[src/rtl/acc_req_responder.sv]
// Accelerator-side endpoint of the CVA6 accelerator request/response interface.
// Queues core requests, dispatches them in order to the backend and returns results tagged by trans_id.
module acc_req_responder #(
  parameter int unsigned DEPTH         = 4,
  parameter int unsigned XLEN          = 64,
  parameter int unsigned TRANS_ID_BITS = 3
) (
  input  logic                     clk_i,
  input  logic                     rst_ni,
  input  logic                     req_valid_i,
  output logic                     req_ready_o,
  input  logic [31:0]              req_insn_i,
  input  logic [XLEN-1:0]          req_rs1_i,
  input  logic [XLEN-1:0]          req_rs2_i,
  input  logic [2:0]               req_frm_i,
  input  logic [TRANS_ID_BITS-1:0] req_trans_id_i,
  input  logic                     req_store_pending_i,
  input  logic                     req_cons_en_i,
  output logic                     resp_valid_o,
  input  logic                     resp_ready_i,
  output logic [XLEN-1:0]          resp_result_o,
  output logic [TRANS_ID_BITS-1:0] resp_trans_id_o,
  output logic                     resp_error_o,
  output logic                     resp_fflags_valid_o,
  output logic [4:0]               resp_fflags_o,
  output logic                     store_pending_o,
  output logic                     load_complete_o,
  output logic                     store_complete_o,
  output logic                     exe_valid_o,
  input  logic                     exe_ready_i,
  output logic [31:0]              exe_insn_o,
  output logic [XLEN-1:0]          exe_rs1_o,
  output logic [XLEN-1:0]          exe_rs2_o,
  output logic [2:0]               exe_frm_o,
  input  logic                     res_valid_i,
  output logic                     res_ready_o,
  input  logic [XLEN-1:0]          res_data_i,
  input  logic                     res_error_i,
  input  logic                     res_fflags_valid_i,
  input  logic [4:0]               res_fflags_i,
  input  logic                     ld_done_i,
  input  logic                     st_done_i
);

  localparam int unsigned PTR_W = (DEPTH > 1) ? $clog2(DEPTH) : 1;
  localparam int unsigned CNT_W = $clog2(DEPTH + 1);
  localparam logic [6:0]  OPC_LOAD  = 7'b0000111;
  localparam logic [6:0]  OPC_STORE = 7'b0100111;

  typedef struct packed {
    logic [31:0]              insn;
    logic [XLEN-1:0]          rs1;
    logic [XLEN-1:0]          rs2;
    logic [2:0]               frm;
    logic [TRANS_ID_BITS-1:0] trans_id;
  } req_t;

  req_t                     req_mem [DEPTH];
  logic [PTR_W-1:0]         req_wptr, req_rptr;
  logic [CNT_W-1:0]         req_cnt;
  logic [TRANS_ID_BITS-1:0] id_mem [DEPTH];
  logic [PTR_W-1:0]         id_wptr, id_rptr;
  logic [CNT_W-1:0]         id_cnt;
  logic [CNT_W-1:0]         st_cnt;

  req_t req_in, head;
  logic req_full, req_empty, id_full, id_empty;
  logic req_push, exe_hs, res_hs;
  logic head_is_load, head_is_store, hold;
  logic st_inc, st_dec;

  assign req_in = '{insn: req_insn_i, rs1: req_rs1_i, rs2: req_rs2_i,
                    frm: req_frm_i, trans_id: req_trans_id_i};
  assign head   = req_mem[req_rptr];

  // Full flags come from registered counts so ready never depends on a same-cycle pop
  assign req_full  = (req_cnt == CNT_W'(DEPTH));
  assign req_empty = (req_cnt == '0);
  assign id_full   = (id_cnt == CNT_W'(DEPTH));
  assign id_empty  = (id_cnt == '0);

  assign head_is_load  = (head.insn[6:0] == OPC_LOAD);
  assign head_is_store = (head.insn[6:0] == OPC_STORE);
  // Memory ops wait behind outstanding core stores when consistency mode is on
  assign hold = (head_is_load | head_is_store) & req_cons_en_i & req_store_pending_i;

  assign req_ready_o = !req_full;
  assign req_push    = req_valid_i & req_ready_o;
  assign exe_valid_o = !req_empty & !hold & !id_full;
  assign exe_hs      = exe_valid_o & exe_ready_i;
  assign res_ready_o = (!resp_valid_o | resp_ready_i) & !id_empty;
  assign res_hs      = res_valid_i & res_ready_o;

  assign exe_insn_o = head.insn;
  assign exe_rs1_o  = head.rs1;
  assign exe_rs2_o  = head.rs2;
  assign exe_frm_o  = head.frm;

  assign st_inc          = exe_hs & head_is_store;
  assign st_dec          = st_done_i & (st_cnt != '0);
  assign store_pending_o = (st_cnt != '0);

  // Queue storage; contents are qualified by the counts, so no reset is needed
  always_ff @(posedge clk_i) begin
    if (req_push) req_mem[req_wptr] <= req_in;
    if (exe_hs)   id_mem[id_wptr]   <= head.trans_id;
  end

  always_ff @(posedge clk_i) begin
    if (!rst_ni) begin
      req_wptr <= '0;
      req_rptr <= '0;
      req_cnt  <= '0;
      id_wptr  <= '0;
      id_rptr  <= '0;
      id_cnt   <= '0;
    end else begin
      if (req_push) req_wptr <= req_wptr + PTR_W'(1);
      if (exe_hs)   req_rptr <= req_rptr + PTR_W'(1);
      req_cnt <= req_cnt + CNT_W'(req_push) - CNT_W'(exe_hs);
      if (exe_hs)   id_wptr <= id_wptr + PTR_W'(1);
      if (res_hs)   id_rptr <= id_rptr + PTR_W'(1);
      id_cnt <= id_cnt + CNT_W'(exe_hs) - CNT_W'(res_hs);
    end
  end

  always_ff @(posedge clk_i) begin
    if (!rst_ni) begin
      st_cnt           <= '0;
      load_complete_o  <= 1'b0;
      store_complete_o <= 1'b0;
    end else begin
      if (st_inc && !st_dec)      st_cnt <= st_cnt + CNT_W'(1);
      else if (!st_inc && st_dec) st_cnt <= st_cnt - CNT_W'(1);
      load_complete_o  <= ld_done_i;
      store_complete_o <= st_done_i;
    end
  end

  // Single-entry response register; refills in the same cycle it is drained
  always_ff @(posedge clk_i) begin
    if (!rst_ni) begin
      resp_valid_o        <= 1'b0;
      resp_result_o       <= '0;
      resp_trans_id_o     <= '0;
      resp_error_o        <= 1'b0;
      resp_fflags_valid_o <= 1'b0;
      resp_fflags_o       <= '0;
    end else if (res_hs) begin
      resp_valid_o        <= 1'b1;
      resp_result_o       <= res_data_i;
      resp_trans_id_o     <= id_mem[id_rptr];
      resp_error_o        <= res_error_i;
      resp_fflags_valid_o <= res_fflags_valid_i;
      resp_fflags_o       <= res_fflags_i;
    end else if (resp_ready_i) begin
      resp_valid_o <= 1'b0;
    end
  end

  a_st_done_underflow: assert property (@(posedge clk_i) disable iff (!rst_ni)
    st_done_i |-> (st_cnt != '0));
  a_res_without_id: assert property (@(posedge clk_i) disable iff (!rst_ni)
    res_valid_i |-> !id_empty);

endmodule

[config.mk]
export PLATFORM = sky130hd
export DESIGN_NAME = acc_req_responder
export DESIGN_NICKNAME = d
export VERILOG_FILES = /design/src/rtl/acc_req_responder.sv
export SDC_FILE = /design/constraint.sdc
export NUM_CORES = 1
export LEC_CHECK = 0
export CAP_MARGIN = 30
export CORE_AREA = 5 5 249 251
export DETAILED_ROUTE_END_ITERATION = 8
export DIE_AREA = 0 0 254 256
export DONT_BUFFER_PORTS = 1
export PLACE_DENSITY_LB_ADDON = 0.12
export SYNTH_ARGS = -nofsm -noshare
export SYNTH_HDL_FRONTEND = slang
export SYNTH_SLANG_ARGS = --single-unit
[constraint.sdc]
create_clock -name clk_i -period 6.7 [get_ports clk_i]
set_clock_uncertainty 0.05 [all_clocks]
set_input_delay 1.005 -clock clk_i [delete_from_list [all_inputs] [get_ports clk_i]]
set_output_delay 1.005 -clock clk_i [all_outputs]
set_load 0.005 [all_outputs]
### Word level (Yosys, flattened, before mapping)

Memory sizes are Yosys's and may differ from the RTL's. A register that Yosys moved wholly into a read port is not among the register bits.
Cells that the tools add are included.

| word-level totals | value |
|---|---|
| output and inout port bits | 244 |
| memories | 2 |
| memory bits (writable) | 676 |
| word-level logic and storage cells | 68 |
| register bits | 91 |
| bits of input ports | 247 |

| operators by class | value |
|---|---|
| add/subtract/negate cells | 10 |
| equal/unequal tests | 4 |
| reduce and logical (&&, ||, !) cells | 16 |
| bitwise logic cells | 12 |
| muxes and demuxes | 10 |

Memories:

| name | depth | width | rd ports | clocked after memory_dff | write ports | RTL line | source |
|---|---|---|---|---|---|---|---|
| req_mem | 4 | 166 | 1 | 1 | 1 | 58 | `req_t req_mem [DEPTH];` |
| id_mem | 4 | 3 | 1 | 1 | 1 | 61 | `logic [TRANS_ID_BITS-1:0] id_mem [DEPTH];` |

Operators with widths:

| kind | count |
|---|---|
| 1-bit AND | 10 |
| 1-bit logical NOT | 9 |
| 2-bit by 1-bit adder with 2-bit output, second input constant | 4 |
| 7-bit by 3-bit equality test with 1-bit output, second input constant | 1 |
| 7-bit by 6-bit equality test with 1-bit output, second input constant | 1 |
| 3-bit by 1-bit adder with 3-bit output | 2 |
| 3-bit equality test, second input constant | 2 |
| 3-bit logical NOT | 2 |
| 1-bit 2-to-1 mux | 6 |
| 3-bit 2-to-1 mux | 2 |
| 3-bit by 1-bit subtractor with 3-bit output | 2 |
| 2-bit 2-to-1 mux | 2 |
| 2-bit nonzero test | 2 |
| 3-bit by 1-bit adder with 3-bit output, second input constant | 1 |
| 3-bit nonzero test | 1 |
| 3-bit by 1-bit subtractor with 3-bit output, second input constant | 1 |
| 1-bit logical AND | 2 |
| 1-bit bitwise OR | 2 |

### Longest topological paths before layout

| depth | value |
|---|---|
| depth after elaboration | 13 |
| depth in mapped cells | 13 |
| depth with buffers taken out | 11 |

### Worst setup path before layout

No wires, ideal clock.

| path | value |
|---|---|
| kind | input port to flip-flop |
| start | input req_valid_i |
| end | memory req_mem[0][0] in the netlist's numbering, enable pin |
| arrival | 4.839 ns |
| stages on the path | 1 |
| setup time | 0.548 ns |
| path slack | 1.263 ns |
| buffers on the path | 0 |
| path through | and3_1 |

| between the ends | value |
|---|---|
| cells in the longest elaborated chain, start to end | 3 |

RTL lines:

| item | RTL line | source |
|---|---|---|
| start: declaration | 10 | `input logic req_valid_i,` |
| 1-bit AND | 88 | `assign req_push = req_valid_i & req_ready_o;` |
| 1-bit 2-to-1 mux | 105 | `if (req_push) req_mem[req_wptr] <= req_in;` |
| 1-bit 2-to-1 mux (not written as such) | 105 |  |
| end: declaration | 58 |  |

Every way passes these cells.

==> flow_summary.yaml <==
worst_setup_path:
  cp_slowest_cell: "dfxtp_4"
  crit_path_end_kind: "output port"
  cp_max_fo: 26
  cp.required_ns: 5.64
  crit_arrival_ns: 3.38
  r2r_cells: 12
  crit_family: "buffers and inverters"
  worstPathCellList: "buf_4 > buf_4 > buf_12 > mux4_2"
  start_kind: "flip-flop"
  critPathMaxStageDelay_ns: 0.70
  critical_path.most_common_cell: "buf_4"
  critPathKind: "flip-flop to output port"
  ff2ff_setup_slack_ns: 2.73
  reg2reg_to: "req_cnt[2]"
  cp_num_buf_inv: 3
routing:
  drt_pass1_iterations: 4
  drt_iter0_drc: 863
  post_drt_wl_per_cell_um: 27.2
  vias_per_cell: 5.59
  drt_wl_total_mm: 60.2
  drc: 0
  vias: 12400
  postRouteAntennaNets: 0
die:
  die_x_um: 254
  ios: 491
  rows: 90
  initial_core_util: 0.493
  die_y_um: 256
  die-area_mm2: 0.0650
  core_mm2: 0.0597
pwr:
  clockPowerShare: 0.336
  p_leak_uw: 0.00987
  power.density_mw_per_mm2: 393
  p_sw_frac: 0.258
  p_int_uw: 9240
  power_frac_comb: 0.176
  ir_worst_vdd_mv: 0.265
  report.power.total_uw: 12400
  switchingPower_uw: 3210
  p_seq_frac: 0.488
synth:
  syn-instance-count: 1492
  yosysWarnings: 0
  yosysSeqAreaShare: 0.755
  synth_nets: 1755
  synth-seq-cells: 772
  yosysUniqueCellTypes: 31
  syn-cell-area_mm2: 0.0294
  postSynthAreaPerCell_um2: 19.7
min_path:
  worstHoldStart: "req_rptr[1]"
  hold_depth: 2
  holdCritPathClass: "flip-flop to flip-flop"
global_routing:
  overflow: 0
  grt_pass1_vias: 13000
  grt_start_max_net_pins: 99
  grt_pass1_wl_mm: 87.4
  grt_antenna_before_repair: 0
  grtUsageTotal: 0.182
clock_tree:
  cts_buffers: 79
  post_cts_buffers: 0
  clkLatencyLatePin_ns: 0.59
  hold_buffers: 0
  clk_pin_slew_worst_paths_ns: 0.05
  clock_path_buffers: 3
  cts-htree-levels: 3
  cts_tree: "yes"
  cts.sinks: 772
  cts_resized: 0
  clockRootBuffer: "clkbuf_16"
timing:
  whs_ns: 0.414
  finalMaxSlewViolations: 0
  final.setup.tns_ns: 0
  post-route-period-util: 0.662
  relSlewSlack: 0.363
  fmax_mhz: 226
  worstMarginPinSlew_ns: 0.955
  finalHoldViolCount: 0
  final-setup-viol-count: 0
  period_needed_ns: 4.43
  fin_ws_ns: 2.27
  rsz0062_at_grt: "no"
status:
  outcome: "complete, no violations"
cells_and_area:
  stdcell_count: 2214
  final_nets: 1631
  n_fill_cell: 4590
  drive_gt1_frac: 0.217
  area_growth_pct: 7.75
placement:
  pre_cts_slack_ns: 2.59
  place_congestion: 0.773
  dpl.cell_count: 2068
  dpl.hpwl_mm: 39.0
  portBuffers: 0
flow_run:
  max-cap-violations: 0
-- cells by family after synthesis --
logic type	synth area share
AO/OA/AOI/OAI	0.0209
XOR/XNOR	0.00268
adder cells (fa/ha/maj)	0.00757
buffers and inverters	0.0527
flip-flops	0.755
multiplexers	0.131
AND/OR/NAND/NOR	0.0296
-- worst max path at each step --
stage | to | startpoint | depth (start not counted)
after floorplan | req_mem[0][0] | req_valid_i | 1
after global placement | req_cnt[2] | flip-flop | 12
after detailed placement | req_cnt[2] | flip-flop | 12
after CTS | exe_rs1_o[25] | flip-flop | 3
after global routing | exe_insn_o[12] | flip-flop | 4
final | exe_rs2_o[13] | flip-flop | 4
-- cell usage in the layout (no fill, tap or decap), types with 8 or more instances in the layout --
cell       synthesis  layout
nand2_1          158     158
clkbuf_16          0      81
xnor2_1            8       8
mux4_2           169     169
inv_1             13      12
clkinv_2           0      13
and2_1            18      18
clkinv_1           0      21
dfxtp_1           96      94
edfxtp_1         676     676
clkbuf_1          38      16
ha_1              13      13
a21boi_0          77      77
buf_4            163      14
-- layout make-up --
cell class	instances	area [um^2]	share of cell area
sequential	772	22200	0.701
tap	782	978	0.0309
multi-input combinational	480	5680	0.179
timing repair buffer	22	280	0.00884
inverter	13	48.8	0.00154
antenna	1	2.50	0.0000789
clock buffer	98	2100	0.0663
clock inverter	46	388	0.0122
-- synth_stat cells (all sizes together) --
cell | number | area, um^2
edfxtp | 676 | 20300
buf | 189 | 1360
mux4 | 169 | 3810
nand2 | 158 | 593
dfxtp | 96 | 1920
a21boi | 77 | 578
clkbuf | 38 | 143
and2 | 18 | 113
ha | 13 | 163
inv | 13 | 48.8
xnor2 | 8 | 70.1
mux2i | 6 | 60.1
a21oi | 4 | 31.3
and3 | 4 | 25.0
or3 | 4 | 25.0
fa | 3 | 60.1
nand2b | 3 | 18.8
nand3 | 2 | 10.0
nand4 | 2 | 12.5
nor2b | 2 | 12.5
or3b | 2 | 17.5
and4 | 1 | 11.3
nand4b | 1 | 8.76
nor4b | 1 | 23.8
o21ai | 1 | 5.00
xor2 | 1 | 8.76
-- state kept, by name (all words and copies together) (netlist names), 2 cells and up, named ones only --
register	flops
req_mem	664
resp_result_o	64
id_mem	12
resp_fflags_o	5
id_cnt	3
req_cnt	3
resp_trans_id_o	3
st_cnt	3
id_rptr	2
id_wptr	2
req_rptr	2
req_wptr	2
-- power by group through the flow --
stage | clock network (uW) | registers, uW | logic, uW
after floorplan | 0 | 6130 | 2210
after global placement | 0 | 6200 | 2190
after detailed placement | 0 | 6190 | 2260
after CTS | 4310 | 6090 | 2270
after global routing | 4510 | 6130 | 2390
final | 4190 | 6080 | 2190
-- routing by layer --
metal  vias up  GRT usage  part of all wire
met1      6415      0.206              0.35
met2       469      0.313              0.52
li1       5388          -                 -
met5         -          0                 0
met3       104     0.0790              0.11
met4         0     0.0561             0.030
-- per-stage QoR --
| stage | utilization | instance area [um^2] |
|---|---|---|
| after floorplan | - | 29400 |
| after global placement | 0.488 | 29100 |
| after detailed placement | 0.489 | 29200 |
| after CTS | 0.531 | 31700 |
| after global routing | 0.531 | 31700 |
| final | 0.531 | 31700 |
-- worst reg2reg max path, cell delays in order, from the launching register on --
cell and delay [ns]:
dfxtp_4 0.70, buf_4 0.56, mux4_2 0.67, nor4b_4 0.36, a21oi_4 0.18, ha_1 0.31
inv_1 0.05, ha_1 0.13, inv_1 0.05, fa_1 0.40, xnor2_1 0.14, xnor2_1 0.12
and2_1 0.15
(Power assumes the default switching activity.)
